## config.mk

```make
export PLATFORM = sky130hd
export DESIGN_NAME = memctrl_host_initiator
export DESIGN_NICKNAME = d
export VERILOG_FILES = /design/src/rtl/memctrl_pkg.sv /design/src/rtl/memctrl_rd_tracker.sv /design/src/rtl/memctrl_host_initiator.sv
export SDC_FILE = /design/constraint.sdc
export NUM_CORES = 1
export LEC_CHECK = 0
export CAP_MARGIN = 10
export CORE_MARGIN = 5
export CORE_UTILIZATION = 52
export DETAILED_ROUTE_END_ITERATION = 12
export GPL_ROUTABILITY_DRIVEN = 0
export PLACE_DENSITY = 0.93
export SYNTH_ARGS = -nofsm -noshare
export SYNTH_HDL_FRONTEND = slang
export SYNTH_SLANG_ARGS = --single-unit
```

## constraint.sdc

```tcl
create_clock -name CLK -period 6.9 [get_ports CLK]
set_input_delay 2.07 -clock CLK [delete_from_list [all_inputs] [get_ports CLK]]
set_output_delay 2.07 -clock CLK [all_outputs]
set_load 0.005 [all_outputs]
```

## src/rtl/memctrl_pkg.sv

```systemverilog
// Shared definitions for the host initiator of the interleaved SRAM memory
// controller. It holds the initiator state encoding, the default bus widths
// and the address field positions, which are also used by the controller's
// address-decode stage.
package memctrl_pkg;

    localparam int ADDR_W_DEF = 16;
    localparam int DATA_W_DEF = 8;
    localparam int LEN_W_DEF  = 8;

    // Address layout: [15:14] bank, [13:10] macro, [9:0] word.
    localparam int BANK_MSB  = 15;
    localparam int BANK_LSB  = 14;
    localparam int MACRO_MSB = 13;
    localparam int MACRO_LSB = 10;
    localparam int WORD_MSB  = 9;
    localparam int WORD_LSB  = 0;

    typedef enum logic [1:0] {
        IDLE  = 2'd0,
        WRITE = 2'd1,
        READ  = 2'd2,
        DRAIN = 2'd3
    } state_t;

endpackage

```

## src/rtl/memctrl_rd_tracker.sv

```systemverilog
// Read latency tracker.
// A valid bit travels down an RD_LAT+1 deep shift register for every read
// beat issued on the memory strobes. When it reaches stage RD_LAT-1, ODATA is
// valid, so it is captured into rdata. The final stage is rvalid itself.
// Ports:
//   clk, rst       clock, asynchronous active-high reset
//   issue          a read beat is visible on the memory outputs this cycle
//   odata          read byte from the controller
//   rvalid, rdata  returned beat to the host
//   empty          nothing is in flight apart from a beat returned this cycle
module memctrl_rd_tracker #(
    parameter int RD_LAT = 2,
    parameter int DATA_W = 8
) (
    input  logic              clk,
    input  logic              rst,
    input  logic              issue,
    input  logic [DATA_W-1:0] odata,
    output logic              rvalid,
    output logic [DATA_W-1:0] rdata,
    output logic              empty
);

    logic [RD_LAT:0]   vld_reg;
    logic [DATA_W-1:0] rdata_reg;

    always_ff @(posedge clk or posedge rst) begin
        if (rst) begin
            vld_reg[0] <= 1'b0;
        end else begin
            vld_reg[0] <= issue;
        end
    end

    generate
        for (genvar gi = 1; gi <= RD_LAT; gi++) begin : g_stage
            always_ff @(posedge clk or posedge rst) begin
                if (rst) begin
                    vld_reg[gi] <= 1'b0;
                end else begin
                    vld_reg[gi] <= vld_reg[gi-1];
                end
            end
        end
    endgenerate

    // ODATA is valid while the beat sits in stage RD_LAT-1.
    always_ff @(posedge clk or posedge rst) begin
        if (rst) begin
            rdata_reg <= '0;
        end else if (vld_reg[RD_LAT-1]) begin
            rdata_reg <= odata;
        end
    end

    assign rvalid = vld_reg[RD_LAT];
    assign rdata  = rdata_reg;
    // The returning stage is excluded, so empty together with rvalid marks
    // the final beat of a burst.
    assign empty  = ~issue & ~(|vld_reg[RD_LAT-1:0]);

endmodule

```

## src/rtl/memctrl_host_initiator.sv

```systemverilog
// Host-side initiator for the interleaved SRAM memory controller.
// Accepts burst requests on a valid/ready interface, expands them into
// registered per-beat controller strobes and returns read data in order.
// Ports:
//   CLK, RST                  clock, asynchronous active-high reset
//   REQ_VALID/READY/WRITE/ADDR/LEN   burst request (LEN = beats-1)
//   WDATA/WVALID/WREADY       write beat stream
//   RDATA/RVALID              read return, no backpressure
//   DONE                      one-cycle burst completion pulse
//   ADDR/CE/CSB/WEB/OEB/IDATA registered controller strobes
//   ODATA                     read byte from the controller
module memctrl_host_initiator
    import memctrl_pkg::*;
#(
    parameter int ADDR_W = ADDR_W_DEF,
    parameter int DATA_W = DATA_W_DEF,
    parameter int LEN_W  = LEN_W_DEF,
    parameter int RD_LAT = 2
) (
    input  logic              CLK,
    input  logic              RST,
    input  logic              REQ_VALID,
    output logic              REQ_READY,
    input  logic              REQ_WRITE,
    input  logic [ADDR_W-1:0] REQ_ADDR,
    input  logic [LEN_W-1:0]  REQ_LEN,
    input  logic [DATA_W-1:0] WDATA,
    input  logic              WVALID,
    output logic              WREADY,
    output logic [DATA_W-1:0] RDATA,
    output logic              RVALID,
    output logic              DONE,
    output logic [ADDR_W-1:0] ADDR,
    output logic              CE,
    output logic              CSB,
    output logic              WEB,
    output logic              OEB,
    output logic [DATA_W-1:0] IDATA,
    input  logic [DATA_W-1:0] ODATA
);

    state_t            state_reg, state_next;
    logic [ADDR_W-1:0] cur_addr_reg, cur_addr_next;
    logic [LEN_W-1:0]  remaining_reg, remaining_next;
    logic [ADDR_W-1:0] addr_reg, addr_next;
    logic [DATA_W-1:0] idata_reg, idata_next;
    logic              ce_reg, ce_next;
    logic              csb_reg, csb_next;
    logic              web_reg, web_next;
    logic              oeb_reg, oeb_next;
    logic              done_reg, done_next;
    logic              rd_empty;
    logic              rd_valid;

    always_ff @(posedge CLK or posedge RST) begin
        if (RST) begin
            state_reg     <= IDLE;
            cur_addr_reg  <= '0;
            remaining_reg <= '0;
            addr_reg      <= '0;
            idata_reg     <= '0;
            ce_reg        <= 1'b0;
            csb_reg       <= 1'b1;
            web_reg       <= 1'b1;
            oeb_reg       <= 1'b1;
            done_reg      <= 1'b0;
        end else begin
            state_reg     <= state_next;
            cur_addr_reg  <= cur_addr_next;
            remaining_reg <= remaining_next;
            addr_reg      <= addr_next;
            idata_reg     <= idata_next;
            ce_reg        <= ce_next;
            csb_reg       <= csb_next;
            web_reg       <= web_next;
            oeb_reg       <= oeb_next;
            done_reg      <= done_next;
        end
    end

    always_comb begin
        state_next     = state_reg;
        cur_addr_next  = cur_addr_reg;
        remaining_next = remaining_reg;
        addr_next      = addr_reg;
        idata_next     = idata_reg;
        ce_next        = 1'b0;
        csb_next       = 1'b1;
        web_next       = 1'b1;
        oeb_next       = 1'b1;
        done_next      = 1'b0;
        case (state_reg)
            IDLE: begin
                if (REQ_VALID) begin
                    cur_addr_next  = REQ_ADDR;
                    remaining_next = REQ_LEN;
                    state_next     = REQ_WRITE ? WRITE : READ;
                end
            end
            WRITE: begin
                if (WVALID) begin
                    ce_next        = 1'b1;
                    csb_next       = 1'b0;
                    web_next       = 1'b0;
                    addr_next      = cur_addr_reg;
                    idata_next     = WDATA;
                    cur_addr_next  = cur_addr_reg + ADDR_W'(1);
                    remaining_next = remaining_reg - LEN_W'(1);
                    if (remaining_reg == '0) begin
                        done_next  = 1'b1;
                        state_next = IDLE;
                    end
                end
            end
            READ: begin
                ce_next        = 1'b1;
                csb_next       = 1'b0;
                oeb_next       = 1'b0;
                addr_next      = cur_addr_reg;
                cur_addr_next  = cur_addr_reg + ADDR_W'(1);
                remaining_next = remaining_reg - LEN_W'(1);
                if (remaining_reg == '0) begin
                    state_next = DRAIN;
                end
            end
            DRAIN: begin
                // Empty is reached in the cycle of the last RVALID, so
                // REQ_READY rises the cycle after DONE.
                if (rd_empty) begin
                    state_next = IDLE;
                end
            end
            default: state_next = IDLE;
        endcase
    end

    memctrl_rd_tracker #(
        .RD_LAT (RD_LAT),
        .DATA_W (DATA_W)
    ) u_rd_tracker (
        .clk    (CLK),
        .rst    (RST),
        .issue  (ce_reg & ~oeb_reg),
        .odata  (ODATA),
        .rvalid (rd_valid),
        .rdata  (RDATA),
        .empty  (rd_empty)
    );

    assign REQ_READY = (state_reg == IDLE);
    assign WREADY    = (state_reg == WRITE);
    assign RVALID    = rd_valid;
    // Write completion is registered with the last beat; read completion
    // coincides with the final returned beat.
    assign DONE      = done_reg | ((state_reg == DRAIN) & rd_valid & rd_empty);
    assign ADDR      = addr_reg;
    assign CE        = ce_reg;
    assign CSB       = csb_reg;
    assign WEB       = web_reg;
    assign OEB       = oeb_reg;
    assign IDATA     = idata_reg;

endmodule

```

==> results of run 1 <==
[power by group through the flow]
| stage | combinational (mW) | sequential, mW | clock, mW |
|---|---|---|---|
| detailed placement | 1.12 | 0.756 | 0 |
| CTS | 1.14 | 0.749 | 0.372 |
| global route | 1.25 | 0.776 | 0.392 |
| finish | 1.13 | 0.751 | 0.367 |
| floorplan | 0.737 | 0.717 | 0 |
| global placement | 1.06 | 0.739 | 0 |
[metrics by stage]
stage,power (mW),cell area (µm²)
floorplan,1.45,3200
global placement,1.80,4080
detailed placement,1.88,4080
CTS,2.26,4310
global route,2.42,4310
finish,2.25,4310
[metal layers]
metal,vias to the layer above,wire length (µm),track usage (%)
li1,1228,-,-
met2,101,4110,37.0
met1,1282,3120,27.6
met4,0,125,8.24
met3,12,542,5.21
met5,-,0,0
[worst min-delay path by stage]
stage / end / slack [ps] / cells after the start
after floorplan: u_rd_tracker.vld_reg[1]$_DFF_PP0_ / 350 / 0
after global placement: u_rd_tracker.vld_reg[1]$_DFF_PP0_ / 370 / 0
after detailed placement: u_rd_tracker.vld_reg[1]$_DFF_PP0_ / 370 / 0
after CTS: u_rd_tracker.vld_reg[1]$_DFF_PP0_ / 390 / 0
after global routing: u_rd_tracker.vld_reg[1]$_DFF_PP0_ / 410 / 0
final: u_rd_tracker.vld_reg[1]$_DFF_PP0_ / 390 / 0
[critical path, stage by stage (launching register included)]
cell,delay [ps]
dfstp_2,530
and2b_2,210
nor3_1,270
a31o_2,200
clkdlybuf4s50_1,510
[area by class of cell]
type	count	area [µm²]
clock buffer	10	138
inverter	10	37.5
sequential	66	1660
multi-input combinational	198	1430
fill	418	1650
clock inverter	6	88.8
timing repair buffer	87	863
tap	75	93.8
[synth_stat cells (all sizes together) (3+ instances only)]
cell type	count	area share, %
o21ai	14	2.2
mux2i	6	1.9
and3	4	0.78
nand3	14	2.3
nand2b	4	0.78
o22ai	5	0.98
mux2	31	11
dfrtp	63	49
ha	9	3.5
or3	3	0.59
buf	7	1.2
dfstp	3	2.5
a21oi	31	4.8
a311oi	3	0.82
nand4	6	1.2
nor2	10	1.2
inv	10	1.2
nor3	7	1.3
nand2	19	2.2
clkbuf	11	1.3
[logic make-up (layout without fill, tap and decap cells)]
logic type	after synthesis	after routing	synth area share, %
flip-flops	66	66	51.7
AO/OA/AOI/OAI	74	74	14.5
multiplexers	37	37	12.8
AND/OR/NAND/NOR	78	78	13.8
adder cells (fa/ha/maj)	9	9	3.52
buffers and inverters	28	113	3.68
==> impl_metrics.env, run 1 <==
export IMPL_fmax_mhz=242
export IMPL_first_global_vias=2552
export IMPL_hpwlAfterDp_um=5580
export IMPL_std_cell_rows=28
export IMPL_status="complete, no violations"
export IMPL_core_area_mm2=0.00596
export IMPL_combPwrFrac_pct=50.3
export IMPL_fin_setup_tns_ps=0
export IMPL_clock_sinks=66
export IMPL_hold_class="reg2reg"
export IMPL_worst_r2r_endpoint="cur_addr_reg[10]$_DFFE_PP0P_"
export IMPL_startpoint_type="register"
export IMPL_worst_slew_pin_slew_ps=820
export IMPL_reg2reg_slack_ps=4390
export IMPL_drt_iter0_drc=218
export IMPL_critPathKind="reg2out"
export IMPL_timing_critical_path_from="OEB$_DFF_PP1_"
export IMPL_p_sw_uw=873
export IMPL_synth_edf_count=0
export IMPL_ys_seq_elements=66
export IMPL_area_delta_synth_final_pct=34.7
export IMPL_ir_drop_mv=0.282
export IMPL_grt_use_total_pct=22.0
export IMPL_cp_endpoint="DONE"
export IMPL_drc=0
export IMPL_cp_required_ps=4830
export IMPL_synth_main_ff_cell="dfrtp_1"
export IMPL_critPathMaxFanout=2
export IMPL_yosys_warnings=0
export IMPL_fin_cells=452
export IMPL_post_cts_resized=0
export IMPL_dr_pass1_iters=4
export IMPL_whs_ps=391
export IMPL_synth_distinct_cells=52
export IMPL_cp_arrival_ps=2060
export IMPL_rsz0062_at_grt="false"
export IMPL_n_antenna_cell=0
export IMPL_drive_above_1_share_pct=15.1
export IMPL_num_vias=2623
export IMPL_cts_made_buffers=9
export IMPL_cts_tree="done"
export IMPL_layout_setup_ws_ps=2770
export IMPL_cts_root_buffer="clkbuf_8"
export IMPL_dp_slack_ps=2940
export IMPL_power_frac_clock_pct=16.3
export IMPL_synth_cells=292
export IMPL_power_leakage_nw=1.78
export IMPL_place_inst=436
export IMPL_die_x_um=88.4
export IMPL_end_kind="output port"
export IMPL_report_final_slew_viol_count=0
export IMPL_setup_violations_final=0
export IMPL_port_buffers=84
export IMPL_final_cell_mix="clkdlybuf4s50_1 (84), dfrtp_1 (63), a21oi_1 (31), mux2_2 (24), nand2_1 (19)"
export IMPL_ctsHoldBuffers=0
export IMPL_grt_max_degree=67
export IMPL_rr_startpoint="state_reg[1]$_DFFE_PP0P_"
export IMPL_hold_viol=0
export IMPL_routed_via_density=5.80
export IMPL_antenna_found_initial=0
export IMPL_netlist_area_mm2=0.00320
export IMPL_syn_num_nets=346
export IMPL_reg2regPathDepth=7
export IMPL_maxCapViolations=0
export IMPL_synth_async_reset_ratio_pct=100
export IMPL_path_clk_slew_ps=80
export IMPL_start_util_pct=53.7
export IMPL_die_area_mm2=0.00782
export IMPL_p_seq_share_pct=33.4
export IMPL_swShare_pct=38.9
export IMPL_min_period_ps=4130
export IMPL_final_core_util_pct=72.4
export IMPL_slew_headroom_pct=45.3
export IMPL_layout_commonest_cell="clkdlybuf4s50_1"
export IMPL_powerDensity_mw_per_mm2=521
export IMPL_gr_total_overflow=0
export IMPL_wl_per_cell_um=17.5
export IMPL_post_cts_buffers=0
export IMPL_worstHoldStart="u_rd_tracker.vld_reg[0]$_DFF_PP0_"
export IMPL_wirelength_um=7910
export IMPL_skew_ps=7.59
export IMPL_synth_area_per_cell_um2=11.0
export IMPL_ant_nets=0
export IMPL_die_y_um=88.4
export IMPL_ys_seq_area_share_pct=51.7
export IMPL_htreeDepth=3
export IMPL_num_io_pins=85
export IMPL_grt_first_pass_wirelength_um=13000
export IMPL_p_int_mw=1.37
export IMPL_period_share_pct=59.9
export IMPL_clock_latency_ps=350
export IMPL_nNetsFinal=426
export IMPL_cts_max_path_buffers=2
(Power assumes the default switching activity.)
==> run 2: changes to the inputs <==
Settings changed: CORE_UTILIZATION 52 to 49, PLACE_DENSITY 0.93 to 0.89.
Clock period 6.9 ns to 4.2 ns, I/O delays scaled along.
==> run 2 against run 1 <==
  * Cell count increased by 0.44%
  * Critical path depth unchanged
  * Sequential power increased by 64%
  * Clock power increased by 32%
  * Critical path type unchanged
  * Count of clock-buffer cells in the layout increased by 3
  * Non-clock buffer count unchanged
  * Hold slack got worse by 9.0 ps
  * Register-to-register slack got worse by 2800 ps
  * Via count increased by 0.27%
  * Worst setup slack got worse by 1900 ps
==> impl_metrics.env, run 2 (same netlist as run 1, synthesis figures left out) <==
export IMPL_status="complete, no violations"
export IMPL_drt_iter0_drc=107
export IMPL_worstHoldStart="u_rd_tracker.vld_reg[0]$_DFF_PP0_"
export IMPL_grt_first_pass_wirelength_um=13000
export IMPL_powerDensity_mw_per_mm2=836
export IMPL_dp_slack_ps=992
export IMPL_area_delta_synth_final_pct=33.1
export IMPL_clock_sinks=66
export IMPL_end_kind="output port"
export IMPL_start_util_pct=50.4
export IMPL_final_cell_mix="clkdlybuf4s50_1 (84), dfrtp_1 (63), a21oi_1 (31), mux2_2 (24), nand2_1 (19)"
export IMPL_reg2reg_slack_ps=1600
export IMPL_p_int_mw=2.16
export IMPL_die_x_um=90.8
export IMPL_reg2regPathDepth=4
export IMPL_critPathKind="reg2out"
export IMPL_first_global_vias=2737
export IMPL_gr_total_overflow=0
export IMPL_cts_max_path_buffers=2
export IMPL_routed_via_density=5.79
export IMPL_cts_tree="done"
export IMPL_post_cts_buffers=0
export IMPL_num_io_pins=85
export IMPL_period_share_pct=78.8
export IMPL_report_final_slew_viol_count=0
export IMPL_swShare_pct=39.4
export IMPL_slew_headroom_pct=45.4
export IMPL_startpoint_type="register"
export IMPL_htreeDepth=3
export IMPL_dr_pass1_iters=6
export IMPL_grt_max_degree=67
export IMPL_rr_startpoint="state_reg[0]$_DFFE_PP0P_"
export IMPL_fin_area_mm2=0.00426
export IMPL_critPathMaxFanout=2
export IMPL_antenna_found_initial=0
export IMPL_die_area_mm2=0.00825
export IMPL_holdPathEnd="u_rd_tracker.vld_reg[1]$_DFF_PP0_"
export IMPL_fin_cells=454
export IMPL_ant_nets=0
export IMPL_worst_slew_pin_slew_ps=820
export IMPL_p_sw_mw=1.40
export IMPL_path_clk_slew_ps=70
export IMPL_wirelength_um=7750
export IMPL_hold_viol=0
export IMPL_combPwrFrac_pct=51.9
export IMPL_drc=0
export IMPL_cts_made_buffers=9
export IMPL_cp_arrival_ps=2050
export IMPL_nNetsFinal=426
export IMPL_std_cell_rows=29
export IMPL_skew_ps=11.2
export IMPL_cts_root_buffer="clkbuf_8"
export IMPL_clock_latency_ps=350
export IMPL_n_antenna_cell=0
export IMPL_hpwlAfterDp_um=5470
export IMPL_min_period_ps=3310
export IMPL_layout_setup_ws_ps=891
export IMPL_hold_depth=0
export IMPL_totalPowerFinal_mw=3.56
export IMPL_fin_setup_tns_ps=0
export IMPL_hold_class="reg2reg"
export IMPL_core_area_mm2=0.00635
export IMPL_grt_use_total_pct=19.4
export IMPL_post_cts_resized=0
export IMPL_cp_required_ps=2940
export IMPL_power_frac_clock_pct=13.6
export IMPL_maxCapViolations=0
export IMPL_worst_r2r_endpoint="ADDR[2]$_DFFE_PP0P_"
export IMPL_rsz0062_at_grt="false"
export IMPL_port_buffers=84
export IMPL_p_seq_share_pct=34.5
export IMPL_fmax_mhz=302
export IMPL_dpl_cell_area_mm2=0.00409
export IMPL_setup_violations_final=0
export IMPL_ctsHoldBuffers=0
export IMPL_drive_above_1_share_pct=14.6
export IMPL_num_vias=2630
export IMPL_wl_per_cell_um=17.1
export IMPL_ir_drop_mv=0.456
export IMPL_place_inst=438
export IMPL_layout_commonest_cell="clkdlybuf4s50_1"
export IMPL_die_y_um=90.8
export IMPL_power_leakage_nw=1.76
run 2: changes by cell type in the layout (fill, tap and decap cells not counted):
cell,previous run,this run
clkinv_2,1,3
clkinvlp_4,2,0
inv_6,1,0
clkbuf_1,0,2
clkbuf_8,10,11
bufinv_16,2,0
run 2: layout make-up:
cell class / instances / area [µm²]
clock buffer: 13 / 159
inverter: 10 / 37.5
timing repair buffer: 87 / 863
tap: 77 / 96.3
fill: 493 / 2090
clock inverter: 3 / 15.0
sequential: 66 / 1660
multi-input combinational: 198 / 1430
run 2: through the flow:
step                      hold slack [ps]  util [%]
after floorplan                       355         -
after global placement                362      64.3
after detailed placement              362      64.3
after CTS                             380      67.1
after global routing                  407      67.1
final                                 382      67.1
run 2: worst max-delay path by stage:
stage,startpoint,endpoint,slack (ps),depth (start not counted)
after floorplan,RST,ADDR[0]$_DFFE_PP0P_,1290,1
after global placement,WVALID,ADDR[5]$_DFFE_PP0P_,1110,4
after detailed placement,WVALID,ADDR[14]$_DFFE_PP0P_,990,4
after CTS,OEB$_DFF_PP1_,DONE,870,4
after global routing,OEB$_DFF_PP1_,DONE,770,4
final,OEB$_DFF_PP1_,DONE,890,4
run 2: power by group through the flow:
stage / Combinational, mW / Sequential, mW / Clock (mW)
final: 1.85 / 1.23 / 0.483
after global routing: 2.05 / 1.27 / 0.522
after CTS: 1.86 / 1.23 / 0.488
after detailed placement: 1.84 / 1.24 / 0
after global placement: 1.75 / 1.22 / 0
after floorplan: 1.21 / 1.18 / 0
run 2: metal layers:
layer | part of all wire [%] | GRT usage (%) | wire (µm)
met5 | 0 | 0 | 0
met4 | 2.5 | 9.17 | 191
met3 | 5.9 | 4.17 | 457
met2 | 51 | 33.0 | 3940
met1 | 41 | 23.3 | 3160
run 2: critical path, stage by stage, from the launching register on:
cell             delay, ps
dfstp_2                530
and2b_2                210
nor3_1                 250
a31o_2                 210
clkdlybuf4s50_1        500
==> run 3: changes to the inputs <==
Settings changed: CORE_UTILIZATION 49 to 44, PLACE_DENSITY 0.89 to 0.84.
Clock period 4.2 ns to 3 ns, I/O delays scaled along.
==> run 3 against run 2 <==
  * Die area is 10% higher
  * Register-to-register slack got worse by 700 ps
  * Cell count rose by 5.9%
  * Largest power group unchanged
==> impl_metrics.env, run 3 (same netlist as run 1, synthesis figures left out) <==
export IMPL_status="complete, no violations"
export IMPL_port_buffers=84
export IMPL_final_cell_mix="clkdlybuf4s50_1 (84), dfrtp_1 (63), a21oi_1 (31), mux2_2 (24), nand2_1 (19)"
export IMPL_period_share_pct=95.4
export IMPL_skew_ps=12.9
export IMPL_rsz0062_at_grt="false"
export IMPL_hold_class="reg2reg"
export IMPL_fmax_mhz=349
export IMPL_hold_depth=0
export IMPL_report_final_slew_viol_count=0
export IMPL_totalPowerFinal_mw=5.22
export IMPL_start_util_pct=44.6
export IMPL_grt_max_degree=47
export IMPL_wl_per_cell_um=16.2
export IMPL_whs_ps=422
export IMPL_layout_commonest_cell="clkdlybuf4s50_1"
export IMPL_std_cell_rows=31
export IMPL_cts_made_buffers=9
export IMPL_crit_path_cell_trace="and2b_2 -> nor3_2 -> a31o_2 -> clkdlybuf4s50_1"
export IMPL_cp_arrival_ps=1960
export IMPL_clock_sinks=66
export IMPL_maxCapViolations=0
export IMPL_num_io_pins=85
export IMPL_cp_required_ps=2100
export IMPL_hpwlAfterDp_um=5520
export IMPL_nNetsFinal=431
export IMPL_first_global_vias=2705
export IMPL_fin_area_mm2=0.00440
export IMPL_cts_max_path_buffers=2
export IMPL_critPathMaxFanout=2
export IMPL_worst_slew_pin_slew_ps=444
export IMPL_place_inst=465
export IMPL_path_clk_slew_ps=80
export IMPL_drive_above_1_share_pct=16.2
export IMPL_num_vias=2625
export IMPL_rr_startpoint="state_reg[0]$_DFFE_PP0P_"
export IMPL_drc=0
export IMPL_startpoint_type="register"
export IMPL_layout_setup_ws_ps=138
export IMPL_final_core_util_pct=61.3
export IMPL_setup_violations_final=0
export IMPL_antenna_found_initial=0
export IMPL_area_delta_synth_final_pct=37.4
export IMPL_min_period_ps=2860
export IMPL_critPathKind="reg2out"
export IMPL_die_y_um=95.3
export IMPL_drt_iter0_drc=163
export IMPL_routed_via_density=5.46
export IMPL_powerDensity_mw_per_mm2=1190
export IMPL_hold_viol=0
export IMPL_timing_critical_path_from="OEB$_DFF_PP1_"
export IMPL_slowest_delay_ps=530
export IMPL_die_area_mm2=0.00908
export IMPL_grt_first_pass_wirelength_um=13000
export IMPL_htreeDepth=3
export IMPL_dp_slack_ps=354
export IMPL_core_area_mm2=0.00718
export IMPL_fin_setup_tns_ps=0
export IMPL_dpl_cell_area_mm2=0.00416
export IMPL_fin_cells=481
export IMPL_gr_total_overflow=0
export IMPL_n_antenna_cell=0
export IMPL_power_leakage_nw=1.81
export IMPL_dr_pass1_iters=4
export IMPL_worstHoldStart="u_rd_tracker.vld_reg[0]$_DFF_PP0_"
export IMPL_ir_drop_mv=0.516
export IMPL_ant_nets=0
export IMPL_die_x_um=95.3
export IMPL_wirelength_um=7780
export IMPL_cts_root_buffer="clkbuf_8"
export IMPL_slew_headroom_pct=70.3
export IMPL_crit_slowest_cell="dfstp_2"
export IMPL_reg2regPathDepth=6
export IMPL_end_kind="output port"
export IMPL_ctsHoldBuffers=0
export IMPL_grt_use_total_pct=18.4
export IMPL_clock_latency_ps=340
export IMPL_cts_tree="done"
## run 3: changes by cell type in the layout (fill, tap and decap cells not counted)
| cell | previous run | this run |
|---|---|---|
| bufinv_16 | 0 | 2 |
| clkinv_2 | 3 | 0 |
| clkinv_4 | 0 | 2 |
| buf_4 | 3 | 7 |
| clkbuf_8 | 11 | 10 |
| clkbuf_1 | 2 | 1 |
| buf_12 | 0 | 1 |
| nor3_1 | 6 | 5 |
| nor3_2 | 0 | 1 |
| inv_6 | 0 | 1 |
## run 3: cell type report
cell class	count	area, µm²
Fill cell	567	2780
Sequential cell	66	1660
Multi-Input combinational cell	198	1440
Timing Repair Buffer	92	913
Clock buffer	11	141
Tap cell	99	124
Clock inverter	5	86.3
Inverter	10	37.5
## run 3: worst max-delay path: cells and delay by family (launching register included)
family,cells,cell delay (ps)
AND/OR/NAND/NOR,2,410
AO/OA/AOI/OAI,1,190
flip-flops,1,530
buffers and inverters,1,500
## run 3: power by group
part	internal [mW]	switching, mW	total (mW)	leakage, nW
clock	0.497	0.357	0.854	0.114
sequential	1.35	0.371	1.72	0.767
combinational	1.38	1.27	2.65	0.931
## run 3: path summary, 6_finish.rpt
| check | end | slack (ps) |
|---|---|---|
| max | DONE | 140 |
| min | u_rd_tracker.vld_reg[1]$_DFF_PP0_ | 420 |
| max reg2reg | cur_addr_reg[13]$_DFFE_PP0P_ | 900 |
| min reg2reg | u_rd_tracker.vld_reg[1]$_DFF_PP0_ | 420 |
| max in group asynchronous | OEB$_DFF_PP1_ | 1710 |
| min in group asynchronous | cur_addr_reg[13]$_DFFE_PP0P_ | 910 |
## run 3: routing by layer
layer | up-vias | GRT usage, % | share of wire [%] | wire, µm
li1 | 1241 | - | - | -
met1 | 1287 | 23.5 | 43 | 3380
met2 | 78 | 29.6 | 48 | 3770
met3 | 19 | 4.34 | 5.7 | 446
met4 | 0 | 8.29 | 2.4 | 184
met5 | - | 0 | 0 | 0
## run 3: what timing repair did
action	4_1_cts	5_1_grt
endpoints found under the setup margin	0	1
setup buffers	0	0
hold endpoints to repair	0	0
resized for setup	0	1
